`src/rtl/spike_pkg.sv`:
```
// spike_pkg
// Shared definitions for the spike event packer and its event FIFO:
// default parameter values, the refractory FSM state encoding and the
// saturation limits of the status counters.
package spike_pkg;

  localparam int unsigned TS_W_DEF    = 16;
  localparam int unsigned DEPTH_DEF   = 8;
  localparam int unsigned REFRACT_DEF = 16;
  localparam int unsigned CNT_W_DEF   = 16;

  // drop_count is always 8 bits wide and holds at this value.
  localparam logic [7:0] DROP_MAX = 8'hFF;

  typedef enum logic {
    ST_IDLE = 1'b0,
    ST_REFR = 1'b1
  } spk_state_e;

endpackage

```
`src/rtl/spike_evt_fifo.sv`:
```
// spike_evt_fifo
// Synchronous first-word-fall-through FIFO. The head entry is visible on
// dout whenever empty is low; dout reads 0 while empty.
// Ports:
//   clk, rst  - clock, asynchronous active-high reset
//   clear     - synchronous flush
//   push, din - write request and data; accepted when not full, or when
//               full and a pop happens on the same edge
//   pop       - advance the head; ignored while empty
//   dout      - head entry
//   full, empty
module spike_evt_fifo
  import spike_pkg::*;
#(
  parameter int unsigned W     = TS_W_DEF,
  parameter int unsigned DEPTH = DEPTH_DEF
) (
  input  logic         clk,
  input  logic         rst,
  input  logic         clear,
  input  logic         push,
  input  logic         pop,
  input  logic [W-1:0] din,
  output logic [W-1:0] dout,
  output logic         full,
  output logic         empty
);

  localparam int unsigned AW = $clog2(DEPTH);

  logic [W-1:0] mem [DEPTH];
  // One extra pointer bit separates full (MSBs differ) from empty (equal).
  logic [AW:0]  wr_q, wr_d;
  logic [AW:0]  rd_q, rd_d;
  logic         do_push;
  logic         do_pop;

  assign empty   = (wr_q == rd_q);
  assign full    = (wr_q[AW] != rd_q[AW]) && (wr_q[AW-1:0] == rd_q[AW-1:0]);
  assign do_pop  = pop && !empty;
  assign do_push = push && (!full || do_pop);
  assign dout    = empty ? '0 : mem[rd_q[AW-1:0]];

  always_comb begin
    wr_d = wr_q;
    rd_d = rd_q;
    if (do_push) wr_d = wr_q + 1'b1;
    if (do_pop)  rd_d = rd_q + 1'b1;
  end

  always_ff @(posedge clk or posedge rst) begin
    if (rst) begin
      wr_q <= '0;
      rd_q <= '0;
    end else if (clear) begin
      wr_q <= '0;
      rd_q <= '0;
    end else begin
      wr_q <= wr_d;
      rd_q <= rd_d;
    end
  end

  always_ff @(posedge clk) begin
    if (do_push) mem[wr_q[AW-1:0]] <= din;
  end

endmodule

```
`src/rtl/spike_event_packer.sv`:
```
// spike_event_packer
// Turns the detector's per-cycle spike level into timestamped events,
// suppresses re-triggers inside a refractory window, queues events in a
// FWFT FIFO and streams them out over valid/ready.
// Ports:
//   clk, rst     - clock, asynchronous active-high reset
//   en           - sample enable: gates timestamp, edge detect, refractory count
//   clear        - synchronous soft clear, same effect as rst
//   spike_in     - detector level
//   evt_valid    - head event available
//   evt_ready    - consumer takes the head event
//   evt_ts       - head event timestamp (0 when empty)
//   spike_count  - accepted events, saturating
//   drop_count   - events lost to a full FIFO, saturating at 255
//   overflow     - sticky drop flag
//   dbg_state    - refractory FSM state
// Stream handshake: an event transfers on every rising edge where
// evt_valid && evt_ready; evt_ts holds steady while evt_valid && !evt_ready,
// and evt_ready has no effect while evt_valid is low.
module spike_event_packer
  import spike_pkg::*;
#(
  parameter int unsigned TS_W    = TS_W_DEF,
  parameter int unsigned DEPTH   = DEPTH_DEF,
  parameter int unsigned REFRACT = REFRACT_DEF,
  parameter int unsigned CNT_W   = CNT_W_DEF
) (
  input  logic             clk,
  input  logic             rst,
  input  logic             en,
  input  logic             clear,
  input  logic             spike_in,
  output logic             evt_valid,
  input  logic             evt_ready,
  output logic [TS_W-1:0]  evt_ts,
  output logic [CNT_W-1:0] spike_count,
  output logic [7:0]       drop_count,
  output logic             overflow,
  output spk_state_e       dbg_state
);

  localparam int unsigned RC_W = (REFRACT > 1) ? $clog2(REFRACT) : 1;
  localparam logic [RC_W-1:0] RLOAD = RC_W'((REFRACT > 0) ? REFRACT - 1 : 0);

  spk_state_e       state_q, state_d;
  logic [RC_W-1:0]  rcnt_q, rcnt_d;
  logic [TS_W-1:0]  ts_q, ts_d;
  logic             spike_prev_q;
  logic [CNT_W-1:0] spike_cnt_q, spike_cnt_d;
  logic [7:0]       drop_cnt_q, drop_cnt_d;
  logic             ovf_q, ovf_d;

  logic edge_det;
  logic window_open;
  logic accept;
  logic pop_fire;
  logic drop;
  logic fifo_full;
  logic fifo_empty;

  assign edge_det = en && spike_in && !spike_prev_q;
  // The last refractory cycle (count at zero) already accepts a new edge,
  // so the next event can land exactly REFRACT enabled cycles after the
  // previous one.
  assign window_open = (state_q == ST_IDLE) || (rcnt_q == '0);
  assign accept      = edge_det && window_open;
  assign pop_fire    = !fifo_empty && evt_ready;
  assign drop        = accept && fifo_full && !pop_fire;

  always_comb begin
    state_d     = state_q;
    rcnt_d      = rcnt_q;
    ts_d        = ts_q;
    spike_cnt_d = spike_cnt_q;
    drop_cnt_d  = drop_cnt_q;
    ovf_d       = ovf_q;

    if (en) ts_d = ts_q + 1'b1;

    if (accept) begin
      if (REFRACT > 0) begin
        state_d = ST_REFR;
        rcnt_d  = RLOAD;
      end
    end else if (state_q == ST_REFR && en) begin
      if (rcnt_q == '0) state_d = ST_IDLE;
      else              rcnt_d  = rcnt_q - 1'b1;
    end

    if (accept && spike_cnt_q != '1) spike_cnt_d = spike_cnt_q + 1'b1;
    if (drop) begin
      ovf_d = 1'b1;
      if (drop_cnt_q != DROP_MAX) drop_cnt_d = drop_cnt_q + 1'b1;
    end
  end

  always_ff @(posedge clk or posedge rst) begin
    if (rst) begin
      state_q      <= ST_IDLE;
      rcnt_q       <= '0;
      ts_q         <= '0;
      spike_prev_q <= 1'b0;
      spike_cnt_q  <= '0;
      drop_cnt_q   <= '0;
      ovf_q        <= 1'b0;
    end else if (clear) begin
      state_q      <= ST_IDLE;
      rcnt_q       <= '0;
      ts_q         <= '0;
      spike_prev_q <= 1'b0;
      spike_cnt_q  <= '0;
      drop_cnt_q   <= '0;
      ovf_q        <= 1'b0;
    end else begin
      state_q      <= state_d;
      rcnt_q       <= rcnt_d;
      ts_q         <= ts_d;
      // Sampled regardless of en: a level that rises while disabled is
      // never seen as an edge later.
      spike_prev_q <= spike_in;
      spike_cnt_q  <= spike_cnt_d;
      drop_cnt_q   <= drop_cnt_d;
      ovf_q        <= ovf_d;
    end
  end

  spike_evt_fifo #(
    .W     (TS_W),
    .DEPTH (DEPTH)
  ) u_fifo (
    .clk   (clk),
    .rst   (rst),
    .clear (clear),
    .push  (accept),
    .pop   (evt_ready),
    .din   (ts_q),
    .dout  (evt_ts),
    .full  (fifo_full),
    .empty (fifo_empty)
  );

  assign evt_valid   = !fifo_empty;
  assign spike_count = spike_cnt_q;
  assign drop_count  = drop_cnt_q;
  assign overflow    = ovf_q;
  assign dbg_state   = state_q;

endmodule
```
`config.mk`:
```
export PLATFORM = sky130hd
export DESIGN_NAME = spike_event_packer
export DESIGN_NICKNAME = d
export VERILOG_FILES = /design/src/rtl/spike_pkg.sv /design/src/rtl/spike_evt_fifo.sv /design/src/rtl/spike_event_packer.sv
export SDC_FILE = /design/constraint.sdc
export NUM_CORES = 1
export LEC_CHECK = 0
export CORE_MARGIN = 1.5
export CORE_UTILIZATION = 45
export CTS_CLUSTER_SIZE = 24
export DETAILED_ROUTE_END_ITERATION = 16
export PLACE_DENSITY = 0.62
export SLEW_MARGIN = 15
export SYNTH_ARGS = -nofsm -noshare
export SYNTH_HDL_FRONTEND = slang
export SYNTH_SLANG_ARGS = --single-unit
```
`constraint.sdc`:
```
create_clock -name clk -period 6.3 [get_ports clk]
set_clock_uncertainty 0.1 [all_clocks]
set_input_delay 1.26 -clock clk [delete_from_list [all_inputs] [get_ports clk]]
set_output_delay 1.26 -clock clk [all_outputs]
set_load 0.01 [all_outputs]
```
-- Word level (Yosys, flattened, before mapping)
Memories as Yosys holds them, arrays and structs flattened.
Cells that the tools add are included.
- bits in registers: 55
- memories kept: 1
- output and inout bits: 43
- bits of input ports: 6
- RAM bits: 128
- memories (name ; depth ; bits a word ; rd ports ; clocked after Yosys merged registers in ; wr ports ; line ; source):
    u_fifo.mem ; 8 ; 16 ; 1 ; 0 ; 1 ; spike_evt_fifo.sv:31 ; logic [W-1:0] mem [DEPTH];
- muxes and demuxes: 25
- bitwise logic cells: 1
- equality and inequality tests: 6
- add/sub/neg operators: 6
- reduce and logical (&&, ||, !) cells: 28
- operators with widths (cell ; number):
    $mux 16 ; 5
    $add 16x1->16 const B ; 2
    $mux 4 ; 8
    $mux 8 ; 3
    $ne 16x16->1 const B ; 1
    $reduce_bool 2->1 ; 6
    $logic_and 1x1->1 ; 10
    $mux 1 ; 9
    $add 4x1->4 const B ; 2
    $add 8x1->8 const B ; 1
    $ne 8x8->1 const B ; 1
    $reduce_and 2->1 ; 3
    $reduce_bool 3->1 ; 2
    $eq 4x4->1 ; 1
    $logic_not 1->1 ; 4
    $logic_not 4->1 ; 1
    $sub 4x1->4 const B ; 1
    $eq 3x3->1 ; 1
    $ne 3x3->1 const B ; 1
    $logic_or 1x1->1 ; 2
    $ne 1x1->1 ; 1
    $not 1->1 ; 1

-- Logic depth before layout (Yosys ltp)
- depth in word-level cells: 7
- gate-level depth with buffers: 8
- depth with buffers taken out: 7

-- Hierarchy
A second synthesis with hierarchy kept.
- cell total of the unflattened synthesis: 544
- area total of the unflattened synthesis: 8032.7 um^2
- modules (own cells, without submodules) (module ; times used ; cells an instance ; area each (um^2) ; seq. area each (um^2)):
    spike_evt_fifo ; 1 ; 274 ; 5471.5 ; 4043.9
    spike_event_packer ; 1 ; 270 ; 2561.2 ; 1176.1

-- Worst setup path after synthesis
OpenSTA, ideal clock, no wires.
- path type: input-to-reg
- start: input port en
- end: memory u_fifo.mem[0][0] in the netlist's numbering, enable pin
- library setup time: 436 ps
- required time: 5764 ps
- cell stages on the path: 5
- arrival: 3965 ps
- buffers on the path: 1
- path slack: 1798 ps
- path through: buf_2 nand3b_1 a21o_1 a21oi_2 nor4b_1
- word-level cells in the longest chain between the ends: 6
- ends and longest elaborated chain (item ; line ; source):
    start: declaration ; spike_event_packer.sv:30 ; input logic en,
    $logic_and 1x1->1 (2 in series) ; spike_event_packer.sv:61 ; assign edge_det = en && spike_in && !spike_prev_q;
    $logic_and 1x1->1 ; spike_event_packer.sv:66 ; assign accept = edge_det && window_open;
    $logic_and 1x1->1 ; spike_evt_fifo.sv:41 ; assign do_push = push && (!full || do_pop);
    $mux 1 ; spike_evt_fifo.sv:65 ; if (do_push) mem[wr_q[AW-1:0]] <= din;
    $mux 1 (not written as such) ; spike_evt_fifo.sv:65 ;
    end: declaration ; spike_evt_fifo.sv:31 ;
No other way between the ends.

-- Worst setup path in the final report
- start: register u_fifo.rd_q[0]
- end: output port evt_ts[15]
- word-level cells in the longest chain between the ends: 2
- ends and longest elaborated chain (item ; line ; source):
    start: declaration ; spike_evt_fifo.sv:34 ; logic [AW:0] rd_q, rd_d;
    start signal: assignment ; spike_evt_fifo.sv:60 ; rd_q <= rd_d;
    $mem_v2 8x16 or $eq 4x4->1 (tied branches) ; n/a ;
    $mux 16 (*) ; spike_evt_fifo.sv:42 ; assign dout = empty ? '0 : mem[rd_q[AW-1:0]];
    end: declaration ; spike_event_packer.sv:35 ; output logic [TS_W-1:0] evt_ts,
Every way passes the cells marked *; elsewhere a longest branch is shown, timed or not.

==> results.cfg <==
[outcome]
outcome = complete, no violations

[cts]
post_cts_resize_count = 0
clock_insertion_delay_worst_skew_ns = 0.43
postCtsSetupBuffers = 0
cts_buffer_depth = 2
cts_bufs_inserted = 17
postCtsHoldBufs = 0
clock_edge_transition_at_the_registers_on_the_reported_setup_and_hold_paths_ns = 0.07
clock_tree_from_tritoncts = built
cts.sinks = 183
cts-htree-levels = 4
cts_root_buf = clkbuf_16

[layout]
layout.cell_area.non_filler_mm2 = 0.00908
syn_to_final_growth_pct = 17.6
drive_above_1_share = 0.170
design.final.nets = 568
antennaDiodeCount = 0

[critical_path]
slowest_delay_ns = 0.78
crit_buf_inv = 2
timing.critical_path.slowest_stage_cell = dfrtp_2
path_max_fanout = 20
critical_path_cell_count = 5
worstSetupEndpointType = output port
arrival_ns = 3.01
worst-setup-path-type = reg -> out
worstSetupStartpointType = flip-flop
cp_cell_sequence = buf_4, mux4_2, mux2i_1, nor2_1, clkdlybuf4s50_1
critPathRequiredTime_ns = 4.94
setup.reg_to_reg.worst_slack_ns = 2.90
r2r_cells = 8
critical-path-top-delay-family = buffers and inverters

[yosys]
synth_largest_area_cell = edfxtp_1
synth_cell_type_count = 43
async_reset_ff_frac = 0.301
avgSynthCellArea_um2 = 15.4
synth_sequential_area_ratio = 0.676
postSynthRegisterBits = 183
netlist_top_cells_area = edfxtp_1, dfrtp_1, mux4_2, nor2_1, mux2i_1
synth_enable_flop_cells = 128
synthFlopType = edfxtp_1
syn-instance-count = 500
synth_warnings = 0
yosys.area.top_type_share = 0.498
synth_fp_nets = 512
post_synth_instance_area_mm2 = 0.00772

[power_and_ir_drop]
clockPowerShare = 0.392
pwr_density_cell_mw_per_mm2 = 280
power_switching_share = 0.231
cell_internal_pwr_uw = 1950
power.leakage_uw = 0.00303
peakVddDrop_uv = 198
power.share.combinational = 0.087
power_switching_uw = 588
seq_power_share = 0.521

[global_route]
globalRouteMet2Util = 0.294
groute.usage.overall = 0.180
antenna_violations_before_repair = 0
grt_pass1_wl_um = 24300
global_route.overflow_total = 0
grt_max_degree = 59
gr-usage-met3 = 0.0389
grt-busiest-layer = met2
vias_in_the_first_global_route = 4470
global_route.usage.met1 = 0.239

[floorplanning]
effective_utilization_at_floorplan = 0.462
placement_rows = 47
die_h_um = 134
design.core.area_mm2 = 0.0167
die-width_um = 134
num_io_pins = 49
die_area_mm2 = 0.0180

[timing]
grt_setup_unrepaired = no
min_period_ns = 4.37
hold_violations = 0
timing_max_transition_violations_final = 0
setup-tns-final_ns = 0
layout_worst_path_cycle_share = 0.693
max-slew-margin-rel = 0.282
timing.fmax_mhz = 229
report.final.setup_viol = 0
worstMarginPinSlew_ns = 1.08

[job]
max_cap_violations = 0

[drt]
antenna_left = 0
drt_first_pass_iters = 4
routedWlPerCell_um = 18.7
vias = 4372
detailedRoute.firstIterationViolations = 279
route.detailed.vias_per_inst = 5.54
detail_route.drc_violations = 0
total_wirelength_um = 14800

[placement]
port_buffers = 48
globalplace.congestion = 0.771
placement.cell_area_mm2 = 0.00853
place_hpwl_um = 9010

[min_path]
min-delay-path-class = reg -> reg
hold_depth = 2
-- cells in the mapped netlist, types with 2 or more instances --
| library cell | n |
|---|---|
| xor2_1 | 22 |
| nor3_1 | 9 |
| o21ai_0 | 9 |
| a211oi_1 | 2 |
| inv_1 | 4 |
| nand4_1 | 18 |
| and4_1 | 2 |
| and3_1 | 5 |
| mux2i_1 | 20 |
| nand3_1 | 12 |
| nor3b_1 | 4 |
| ha_1 | 6 |
| nor4b_1 | 2 |
| dfrtp_1 | 55 |
| a31oi_1 | 2 |
| xnor2_1 | 17 |
| nand2b_1 | 4 |
| nor2b_1 | 3 |
| buf_2 | 4 |
| a21oi_1 | 14 |
| nor4_1 | 5 |
| clkbuf_1 | 17 |
| mux4_2 | 32 |
| nor2_1 | 61 |
| nand2_1 | 17 |
| or3_1 | 8 |
| edfxtp_1 | 128 |
| buf_1 | 2 |
| a31o_2 | 2 |
-- power groups by stage --
stage                     clock [uW]  sequential, uW  combinational (uW)
after CTS                       1020            1320                 228
after global routing            1060            1330                 244
after floorplan                    0            1330                 156
after global placement             0            1350                 225
final                            995            1320                 222
after detailed placement           0            1350                 227
-- final timing paths --
path	from	endpoint
worst max-delay path	u_fifo.rd_q[0]$_DFFE_PP0P_	evt_ts[15]
worst min-delay path	overflow$_DFFE_PP0P_	overflow$_DFFE_PP0P_
worst min register to register	overflow$_DFFE_PP0P_	overflow$_DFFE_PP0P_
worst max register to register	rcnt_q[0]$_DFFE_PP0P_	u_fifo.mem[6][4]$_DFFE_PP_
max in group asynchronous	rst	u_fifo.rd_q[1]$_DFFE_PP0P_
min in group asynchronous	rst	drop_count[5]$_DFFE_PP0P_
-- state kept, by name (all words and copies together), names as in the netlist --
signal / cells
u_fifo.mem: 128
drop_count: 8
spike_count: 16
u_fifo.wr_q: 4
dbg_state: 1
u_fifo.rd_q: 4
rcnt_q: 4
overflow: 1
spike_prev_q: 1
ts_q: 16
-- worst register-to-register path, cell delays in order (launching register included) --
cell and delay [ns]:
dfrtp_1 0.41, inv_1 0.08, ha_1 0.17, or3b_4 0.44, a21o_1 0.38, a21oi_2 0.40, nand2_1 0.16, nor3b_2 0.62
buf_4 0.33
-- metrics by stage --
stage | hold WS, ns | util | setup WS [ns] | instances | total power [uW]
6_report | 0.418 | 0.544 | 1.93 | 789 | 2540
5_1_grt | 0.483 | 0.544 | 1.72 | 789 | 2640
4_1_cts | 0.425 | 0.544 | 1.76 | 789 | 2570
3_5_place_dp | 0.395 | 0.511 | 1.70 | 757 | 1580
3_3_place_gp | 0.408 | 0.511 | 1.75 | 757 | 1570
2_1_floorplan | 0.429 | - | 1.80 | 500 | 1480
-- layout by cell type (no fill, tap or decap), types with 7 or more instances in the layout --
master | netlist | routed
clkdlybuf4s50_1 | 0 | 47
dfrtp_1 | 55 | 53
xnor2_1 | 17 | 17
nand2_1 | 17 | 17
nand4_1 | 18 | 18
buf_4 | 0 | 13
o21ai_0 | 9 | 9
or3_1 | 8 | 8
nor3_1 | 9 | 7
mux4_2 | 32 | 32
mux2i_1 | 20 | 20
nand3_1 | 12 | 12
edfxtp_1 | 128 | 128
nor2_1 | 61 | 61
xor2_1 | 22 | 22
clkbuf_16 | 0 | 17
a21oi_1 | 14 | 14
-- per-layer routing --
layer,share of wire,vias up
li1,-,2009
met1,0.45,2253
met2,0.49,95
met3,0.046,15
met4,0.013,0
met5,0,-
-- cell families after synthesis --
family / count (synthesis) / synth area share
AOI/OAI and AO/OA: 34 / 0.0295
and+or+nand+nor: 157 / 0.105
muxes: 53 / 0.121
xor gates and xnor gates: 39 / 0.0442
adders and majority gates: 6 / 0.00972
buffers and inverters: 28 / 0.0152
DFF: 183 / 0.676
-- final cells by class --
cell class / instances / area, um2
clock inverter: 14 / 125
inverter: 4 / 15.0
timing repair buffer: 61 / 573
multi-input combinational: 289 / 2440
fill: 1374 / 7620
sequential: 183 / 5220
tap: 220 / 275
clock buffer: 18 / 429
Note: power is estimated with default switching activity, not from simulation.
